$ cat src/rtl/sweep_scheduler_if.sv
// Sweep scheduler bus: start/abort control, sonar handshake and
// recorded-sample outputs grouped for the servo/sonar sweep block.
interface sweep_scheduler_if;
    logic       do_sweep;
    logic       abort;
    logic       measure_ready;
    logic [7:0] inches;
    logic [8:0] servo_angle;
    logic       do_measure;
    logic       sample_valid;
    logic [8:0] sample_angle;
    logic [7:0] sample_inches;
    logic       busy;
    logic       done;
    logic       timeout_err;

    modport master (
        output do_sweep, abort, measure_ready, inches,
        input  servo_angle, do_measure, sample_valid,
        input  sample_angle, sample_inches,
        input  busy, done, timeout_err
    );

    modport slave (
        input  do_sweep, abort, measure_ready, inches,
        output servo_angle, do_measure, sample_valid,
        output sample_angle, sample_inches,
        output busy, done, timeout_err
    );
endinterface

$ cat src/rtl/sweep_scheduler.sv
// Servo sweep scheduler: steps a servo 0..ANGLE_MAX..0, lets it settle,
// requests a sonar reading at each angle and records (angle, distance).
module sweep_scheduler #(
    parameter int ANGLE_MAX     = 270,
    parameter int ANGLE_STEP    = 5,
    parameter int SETTLE_CYCLES = 2000000,
    parameter int MEAS_TIMEOUT  = 4000000
) (
    input logic              clk,
    input logic              rst_n,
    sweep_scheduler_if.slave bus
);

    typedef enum logic [2:0] {
        IDLE, SETTLE, MEASURE, RECORD, STEP, DONE
    } state_t;

    localparam logic [9:0]  AMAX   = 10'(ANGLE_MAX);
    localparam logic [9:0]  ASTEP  = 10'(ANGLE_STEP);
    localparam logic [31:0] SET_LD = 32'(SETTLE_CYCLES - 1);
    localparam logic [31:0] MT_LD  = 32'(MEAS_TIMEOUT - 1);

    state_t      state_q, state_d;
    logic        dir_q, dir_d;
    logic [8:0]  angle_q, angle_d;
    logic [31:0] cnt_q, cnt_d;
    logic [8:0]  sa_q, sa_d;
    logic [7:0]  si_q, si_d;
    logic        tmo;

    logic [9:0] ext;
    logic [9:0] up;

    assign ext = {1'b0, angle_q};
    assign up  = ext + ASTEP;

    always_ff @(posedge clk) begin
        if (!rst_n) begin
            state_q <= IDLE;
            dir_q   <= 1'b0;
            angle_q <= '0;
            cnt_q   <= '0;
            sa_q    <= '0;
            si_q    <= '0;
        end else begin
            state_q <= state_d;
            dir_q   <= dir_d;
            angle_q <= angle_d;
            cnt_q   <= cnt_d;
            sa_q    <= sa_d;
            si_q    <= si_d;
        end
    end

    always_comb begin
        state_d = state_q;
        dir_d   = dir_q;
        angle_d = angle_q;
        cnt_d   = cnt_q;
        sa_d    = sa_q;
        si_d    = si_q;
        tmo     = 1'b0;
        // abort outranks any handshake or timeout in the same cycle
        if (bus.abort && state_q != IDLE) begin
            state_d = IDLE;
            dir_d   = 1'b0;
            angle_d = '0;
            cnt_d   = '0;
        end else begin
            case (state_q)
                IDLE: begin
                    if (bus.do_sweep) begin
                        state_d = SETTLE;
                        dir_d   = 1'b0;
                        angle_d = '0;
                        cnt_d   = SET_LD;
                    end
                end
                SETTLE: begin
                    if (cnt_q == '0) begin
                        state_d = MEASURE;
                        cnt_d   = MT_LD;
                    end else begin
                        cnt_d = cnt_q - 32'd1;
                    end
                end
                MEASURE: begin
                    if (bus.measure_ready) begin
                        state_d = RECORD;
                        sa_d    = angle_q;
                        si_d    = bus.inches;
                    end else if (cnt_q == '0) begin
                        state_d = RECORD;
                        sa_d    = angle_q;
                        si_d    = 8'hFF;
                        tmo     = 1'b1;
                    end else begin
                        cnt_d = cnt_q - 32'd1;
                    end
                end
                RECORD: begin
                    if (dir_q && angle_q == '0) state_d = DONE;
                    else                        state_d = STEP;
                end
                STEP: begin
                    state_d = SETTLE;
                    cnt_d   = SET_LD;
                    if (!dir_q) begin
                        if (ext == AMAX) begin
                            dir_d   = 1'b1;
                            angle_d = (AMAX >= ASTEP) ?
                                      9'(AMAX - ASTEP) : '0;
                        end else if (up > AMAX) begin
                            angle_d = 9'(AMAX);
                        end else begin
                            angle_d = 9'(up);
                        end
                    end else begin
                        angle_d = (ext < ASTEP) ?
                                  '0 : 9'(ext - ASTEP);
                    end
                end
                DONE: begin
                    state_d = IDLE;
                    dir_d   = 1'b0;
                    angle_d = '0;
                end
                default: state_d = IDLE;
            endcase
        end
    end

    assign bus.servo_angle   = angle_q;
    assign bus.do_measure    = (state_q == MEASURE) && !bus.abort;
    assign bus.sample_valid  = (state_q == RECORD) && !bus.abort;
    assign bus.sample_angle  = sa_q;
    assign bus.sample_inches = si_q;
    assign bus.busy          = (state_q != IDLE);
    assign bus.done          = (state_q == DONE) && !bus.abort;
    assign bus.timeout_err   = tmo;

endmodule

$ cat src/flat_wrapper.sv
// flat-port wrapper written by rule: the top's interface ports become plain ports
module sweep_scheduler_flat 
#(
    parameter int ANGLE_MAX     = 270,
    parameter int ANGLE_STEP    = 5,
    parameter int SETTLE_CYCLES = 2000000,
    parameter int MEAS_TIMEOUT  = 4000000
)
  (clk, rst_n, bus_do_sweep, bus_abort, bus_measure_ready, bus_inches, bus_servo_angle, bus_do_measure, bus_sample_valid, bus_sample_angle, bus_sample_inches, bus_busy, bus_done, bus_timeout_err);
  sweep_scheduler_if bus_i ();
  input logic clk;
  input logic rst_n;
  input wire logic [$bits(bus_i.do_sweep)-1:0] bus_do_sweep;
  input wire logic [$bits(bus_i.abort)-1:0] bus_abort;
  input wire logic [$bits(bus_i.measure_ready)-1:0] bus_measure_ready;
  input wire logic [$bits(bus_i.inches)-1:0] bus_inches;
  output wire logic [$bits(bus_i.servo_angle)-1:0] bus_servo_angle;
  output wire logic [$bits(bus_i.do_measure)-1:0] bus_do_measure;
  output wire logic [$bits(bus_i.sample_valid)-1:0] bus_sample_valid;
  output wire logic [$bits(bus_i.sample_angle)-1:0] bus_sample_angle;
  output wire logic [$bits(bus_i.sample_inches)-1:0] bus_sample_inches;
  output wire logic [$bits(bus_i.busy)-1:0] bus_busy;
  output wire logic [$bits(bus_i.done)-1:0] bus_done;
  output wire logic [$bits(bus_i.timeout_err)-1:0] bus_timeout_err;
  assign bus_i.do_sweep = bus_do_sweep;
  assign bus_i.abort = bus_abort;
  assign bus_i.measure_ready = bus_measure_ready;
  assign bus_i.inches = bus_inches;
  assign bus_servo_angle = bus_i.servo_angle;
  assign bus_do_measure = bus_i.do_measure;
  assign bus_sample_valid = bus_i.sample_valid;
  assign bus_sample_angle = bus_i.sample_angle;
  assign bus_sample_inches = bus_i.sample_inches;
  assign bus_busy = bus_i.busy;
  assign bus_done = bus_i.done;
  assign bus_timeout_err = bus_i.timeout_err;
  sweep_scheduler #(.ANGLE_MAX(ANGLE_MAX), .ANGLE_STEP(ANGLE_STEP), .SETTLE_CYCLES(SETTLE_CYCLES), .MEAS_TIMEOUT(MEAS_TIMEOUT)) u_core (.clk(clk), .rst_n(rst_n), .bus(bus_i));
endmodule
$ cat config.mk
export PLATFORM = sky130hd
export DESIGN_NAME = sweep_scheduler_flat
export DESIGN_NICKNAME = d
export VERILOG_FILES = /design/src/rtl/sweep_scheduler_if.sv /design/src/rtl/sweep_scheduler.sv /design/src/flat_wrapper.sv
export SDC_FILE = /design/constraint.sdc
export NUM_CORES = 1
export LEC_CHECK = 0
export ABC_AREA = 1
export CORE_MARGIN = 3
export CORE_UTILIZATION = 40
export CTS_BUF_LIST = sky130_fd_sc_hd__clkbuf_4 sky130_fd_sc_hd__clkbuf_8 sky130_fd_sc_hd__clkbuf_16
export DETAILED_ROUTE_END_ITERATION = 10
export GPL_TIMING_DRIVEN = 0
export PLACE_DENSITY = 0.72
export SKIP_LAST_GASP = 1
export SYNTH_ARGS = -nofsm -noshare
export SYNTH_HDL_FRONTEND = slang
export SYNTH_SLANG_ARGS = --single-unit
export TNS_END_PERCENT = 1
$ cat constraint.sdc
create_clock -name clk -period 4.39 [get_ports clk]
set_input_delay 0.878 -clock clk [delete_from_list [all_inputs] [get_ports clk]]
set_output_delay 0.878 -clock clk [all_outputs]
set_load 0.05 [all_outputs]
======== Word-level counts from Yosys, hierarchy flattened ========
Index checks and enable logic that the tools add are counted.
Widths: inputs -> output; s select.
word-level totals
  bits in registers ....................... 62
  input bits .............................. 13
  output and inout port bits .............. 31
  logic and storage cells ................. 71
operators by class
  $add $sub $neg .......................... 3
  $lt $le $gt $ge ......................... 2
  equality and inequality tests ........... 11
  muxes and demuxes ....................... 29
  bitwise gates (word level) .............. 2
  reduce and logical (&&, ||, !) cells .... 18
operators by type and width
  operator               number
  $mux 32                4
  $pmux 32 s4            1
  $mux 9                 7
  $logic_not 32->1       1
  $sub 32x1->32 const B  1
  $pmux 9 s3             1
  $mux 8                 2
  $pmux 3 s5             1
  $mux 3                 4
  $add 9x3->10 const B   1
  $gt 10x9->1 const B    1
  $eq 9x9->1 const B     1
  $logic_not 9->1        1
  $lt 9x3->1 const B     1
  $sub 9x3->9 const B    1
  $mux 1                 8
  $eq 3x2->1 const B     2
  $eq 3x3->1 const B     2
  $ne 2x2->1 const B     3
  $reduce_and 3->1       2
  $reduce_bool 3->1      2
  $logic_and 1x1->1      5
  $reduce_and 4->1       1
  $reduce_bool 4->1      1
  other kinds (10)       11

======== Longest topological paths before layout ========
Gate-level depths: netlist of the first run.
  depth in word-level cells ............... 6
  mapped depth ............................ 15
  gate-level depth less buffers ........... 14

======== Worst setup path before layout of the first run ========
OpenSTA, ideal clock, no wires.
  kind .................................... input to output
  start ................................... input port bus_abort
  end ..................................... output port bus_done
  arrival ................................. 2431 ps
  data required time ...................... 3512 ps
  setup slack ............................. 1081 ps
  stages on the path ...................... 1
  path through ............................ nor4_1
on the way
  longest elaborated chain between the ends .. 2
ends and longest elaborated chain
  what               line                    RTL
  start, declared    flat_wrapper.sv:14      input wire logic [$bits(bus_i.abort)-1:0] bus_abort;
  $logic_not 1->1    sweep_scheduler.sv:139  assign bus.done = (state_q == DONE) && !bus.abort;
  $logic_and 1x1->1  sweep_scheduler.sv:139
  end, declared      flat_wrapper.sv:23      output wire logic [$bits(bus_i.done)-1:0] bus_done;
No other way between the ends.

======== Worst setup path in the final report of the first run ========
  start ................................... input port bus_measure_ready
  end ..................................... output port bus_timeout_err
on the way
  longest elaborated chain between the ends .. 3
ends and longest elaborated chain
  what             line                   RTL
  start, declared  flat_wrapper.sv:15     input wire logic [$bits(bus_i.measure_ready)-1:0] bus_measure_ready;
  $mux 1           sweep_scheduler.sv:88  if (bus.measure_ready) begin
  $mux 1           sweep_scheduler.sv:70  case (state_q)
  $mux 1           sweep_scheduler.sv:64  if (bus.abort && state_q != IDLE) begin
  end, declared    flat_wrapper.sv:24     output wire logic [$bits(bus_i.timeout_err)-1:0] bus_timeout_err;
No other way between the ends.

==> results of run 1 <==
[routing by layer]
| layer | share of wire (%) | vias up |
|---|---|---|
| met4 | 2.1 | 0 |
| li1 | - | 2092 |
| met2 | 47 | 121 |
| met1 | 45 | 1876 |
| met3 | 6.3 | 24 |
| met5 | 0 | - |
[power breakdown]
| group | internal (mW) | switching [mW] |
|---|---|---|
| Sequential | 0.646 | 0.0885 |
| Clock | 0.256 | 0.238 |
| Combinational | 0.447 | 0.960 |
| Total | 1.35 | 1.29 |
[cells in the final DEF, fill, tap and decap left out, types with 2 or more instances in the layout]
cell type	netlist	final
buf_2	6	6
nand4_1	8	8
nand3_1	36	36
dfxtp_1	62	62
nand2_4	4	4
clkbuf_8	0	12
nand2_2	4	4
clkdlybuf4s50_1	0	43
nor2_4	2	2
nor3_1	24	24
ha_1	7	7
nor4_1	4	4
xnor2_1	5	5
a21oi_1	51	51
nand2_8	2	2
inv_4	3	3
o21ai_0	44	44
nor2_1	82	82
inv_2	5	5
clkbuf_1	6	6
o211ai_1	6	6
clkinv_2	0	2
nand2_1	153	153
inv_1	59	59
nor2_2	3	3
o21ai_1	2	2
nor3_4	2	2
xor2_1	20	20
[worst min-delay path by stage]
stage	from	to	slack, ns	depth (start not counted)
global route	u_core.cnt_q[6]	u_core.cnt_q[6]	0.51	2
CTS	u_core.cnt_q[0]	u_core.cnt_q[0]	0.49	1
global placement	u_core.cnt_q[0]	u_core.cnt_q[0]	0.46	1
detailed placement	u_core.cnt_q[0]	u_core.cnt_q[0]	0.47	1
finish	u_core.cnt_q[0]	u_core.cnt_q[0]	0.49	1
floorplan	u_core.cnt_q[0]	u_core.cnt_q[0]	0.44	1
[registers in the layout (all words and copies together), names as in the netlist]
name                      count
u_core.state_q                3
u_core.cnt_q                 32
u_core.dir_q                  1
u_core.bus.servo_angle        9
u_core.bus.sample_angle       9
u_core.bus.sample_inches      8
[cell type report]
type | count | area, um^2 | share of cell area (%)
Tap cell | 129 | 161 | 3.43
Multi-Input combinational cell | 467 | 2340 | 49.7
Timing Repair Buffer | 43 | 430 | 9.13
Buffer | 14 | 78.8 | 1.67
Inverter | 68 | 268 | 5.68
Clock inverter | 3 | 17.5 | 0.372
Clock buffer | 13 | 173 | 3.66
Sequential cell | 62 | 1240 | 26.3
[cells by family after synthesis]
family | Yosys count
and+or+nand+nor | 330
buffers and inverters | 82
xor gates and xnor gates | 25
DFF | 62
AOI/OAI and AO/OA | 105
adders and majority gates | 7
[metrics by stage]
step	util [%]	power (mW)	instance area, um^2
2_1_floorplan	-	1.79	3930
3_3_place_gp	48.0	2.10	4520
3_5_place_dp	48.0	2.13	4520
4_1_cts	50.0	2.62	4710
5_1_grt	50.0	2.83	4710
6_report	50.0	2.64	4710
==> out/qor.csv, run 1 <==
metric,value,unit
gp_congestion,0.963,
clockBufferDepth,2,
yosysTopAreaCell,dfxtp_1,
critPathTopFamily,buffers and inverters,
p_leak,2.04,nW
die_height,105,um
syn_area,3930,um^2
met2_usage,32.9,%
met1_usage,25.9,%
yosys-mux-area-fraction,0,%
grt_pass1_wl,18300,um
drc,0,
core-area,9420,um^2
dpl.cell_count,783,
num_antenna_cells,0,
r2r_start,u_core.state_q[1],
dp_hpwl,8360,um
cts_sinks,62,
min_period,3.66,ns
synth_xor_xnor_area_share,5.57,%
endpoint,bus_timeout_err,
ios,44,
ys.flop_type,dfxtp_1,
timing.fmax,273,MHz
status,"complete, no violations",
crit_type,primary input to primary output,
r2r-end,u_core.bus.sample_angle[8],
synth_area_leaders,"dfxtp_1, nand2_1, nor2_1",
synth-edff-count,0,
end_kind,primary output,
grt_max_degree,11,
cellPowerDensity,559,nW/um^2
drt_first_pass_iters,7,
ir_drop,0.000225,V
worst-path-buf-inv,4,
hold_viol_final,0,
synth.distinct_cells,36,
reg2reg_slack,2.17,ns
vias,4113,
antenna_found_initial,0,
clk_pin_slew_worst_paths,0.07,ns
grt_use_total,20.2,%
busiest_layer,met2,
synthSimpleGateAreaFrac,37.9,%
post-route-period-util,83.3,%
rsz0062_at_grt,no,
gr-total-overflow,0,
cts_resized,0,
clk_latency,0.34,ns
nNetsFinal,685,
antenna_left,0,
synth_commonest_cells,"nand2_1, nor2_1, dfxtp_1",
finalSetupTns,0,ns
crit_fanout,10,
skew,0.0132,ns
ys_ff_latch,62,
critPathLaunch,bus_measure_ready,
avgSynthCellArea,6.43,um^2
drive_above_1_share,7.91,%
worst_pin_slew,0.865,ns
crit_top_cell,clkdlybuf4s50_1,
yosysWarnings,0,
cts-root-buf,clkbuf_8,
synth_compound_area_share,13.9,%
fp.dieW,105,um
synthesis.nets,631,
cp-start-kind,primary input,
async_flop_share,0,%
cp.required,3.51,ns
dieArea,11100,um^2
port_buffers,43,
pre_cts_ws,0.700,ns
slew_headroom,42.1,%
synth_top_area_share,31.6,%
rows,35,
holdBufCountCts,0,
cts_buffers,9,
start_util,41.7,%
cts_tree,yes,
syn-instance-count,611,
fillCellCount,973,
area_growth,19.9,%
r2r_cells,9,
synth_top_family_by_area,simple AND/OR/NAND/NOR gates,
crit_slowest_cell,clkdlybuf4s50_1,
cts_setup_buffers,0,
yosysSeqAreaShare,31.6,%
yosysMostFrequentCell,nand2_1,
synth_fa_ha_area_share,2.23,%
timing.hold.ws,0.490,ns
grt_pass1_vias,3872,
vias_per_cell,5.15,
drv_cap,0,
drv_slew,0,
grtUsageMet3,4.39,%
wl_per_cell,14.0,um
instances_no_fill,799,
crit_path_max_incr_delay,0.80,ns
drt_wl_total,11200,um
setup_slack,0.733,ns
critical_path_depth,5,
cp.arrival,2.78,ns
crit_chain,clkdlybuf4s50_1 -> inv_1 -> clkbuf_1 -> and3_1 -> clkdlybuf4s50_1,
drt_iter0_markers,215,
htree_num_levels,3,
worstHoldPathType,flip-flop to flip-flop,
setup_viol,0,
Power figures use the tool's default switching activity.
==> run 2: changes to the inputs <==
clock period = 3.6 ns   (was 4.39 ns; I/O delays follow)
==> results of run 2 <==
The final DEF is identical to that of run 1. Status: complete, no violations.
Main changes from that run: setup slack after placement 0.700 ns -> 0.226 ns; setup slack after layout 0.733 ns -> 0.163 ns; start point of the critical path bus_measure_ready -> u_core.state_q[1]; register-to-register setup slack 2.17 ns -> 1.38 ns; total power 2.64 mW -> 3.21 mW; worst IR drop on VDD 0.000225 V -> 0.000274 V
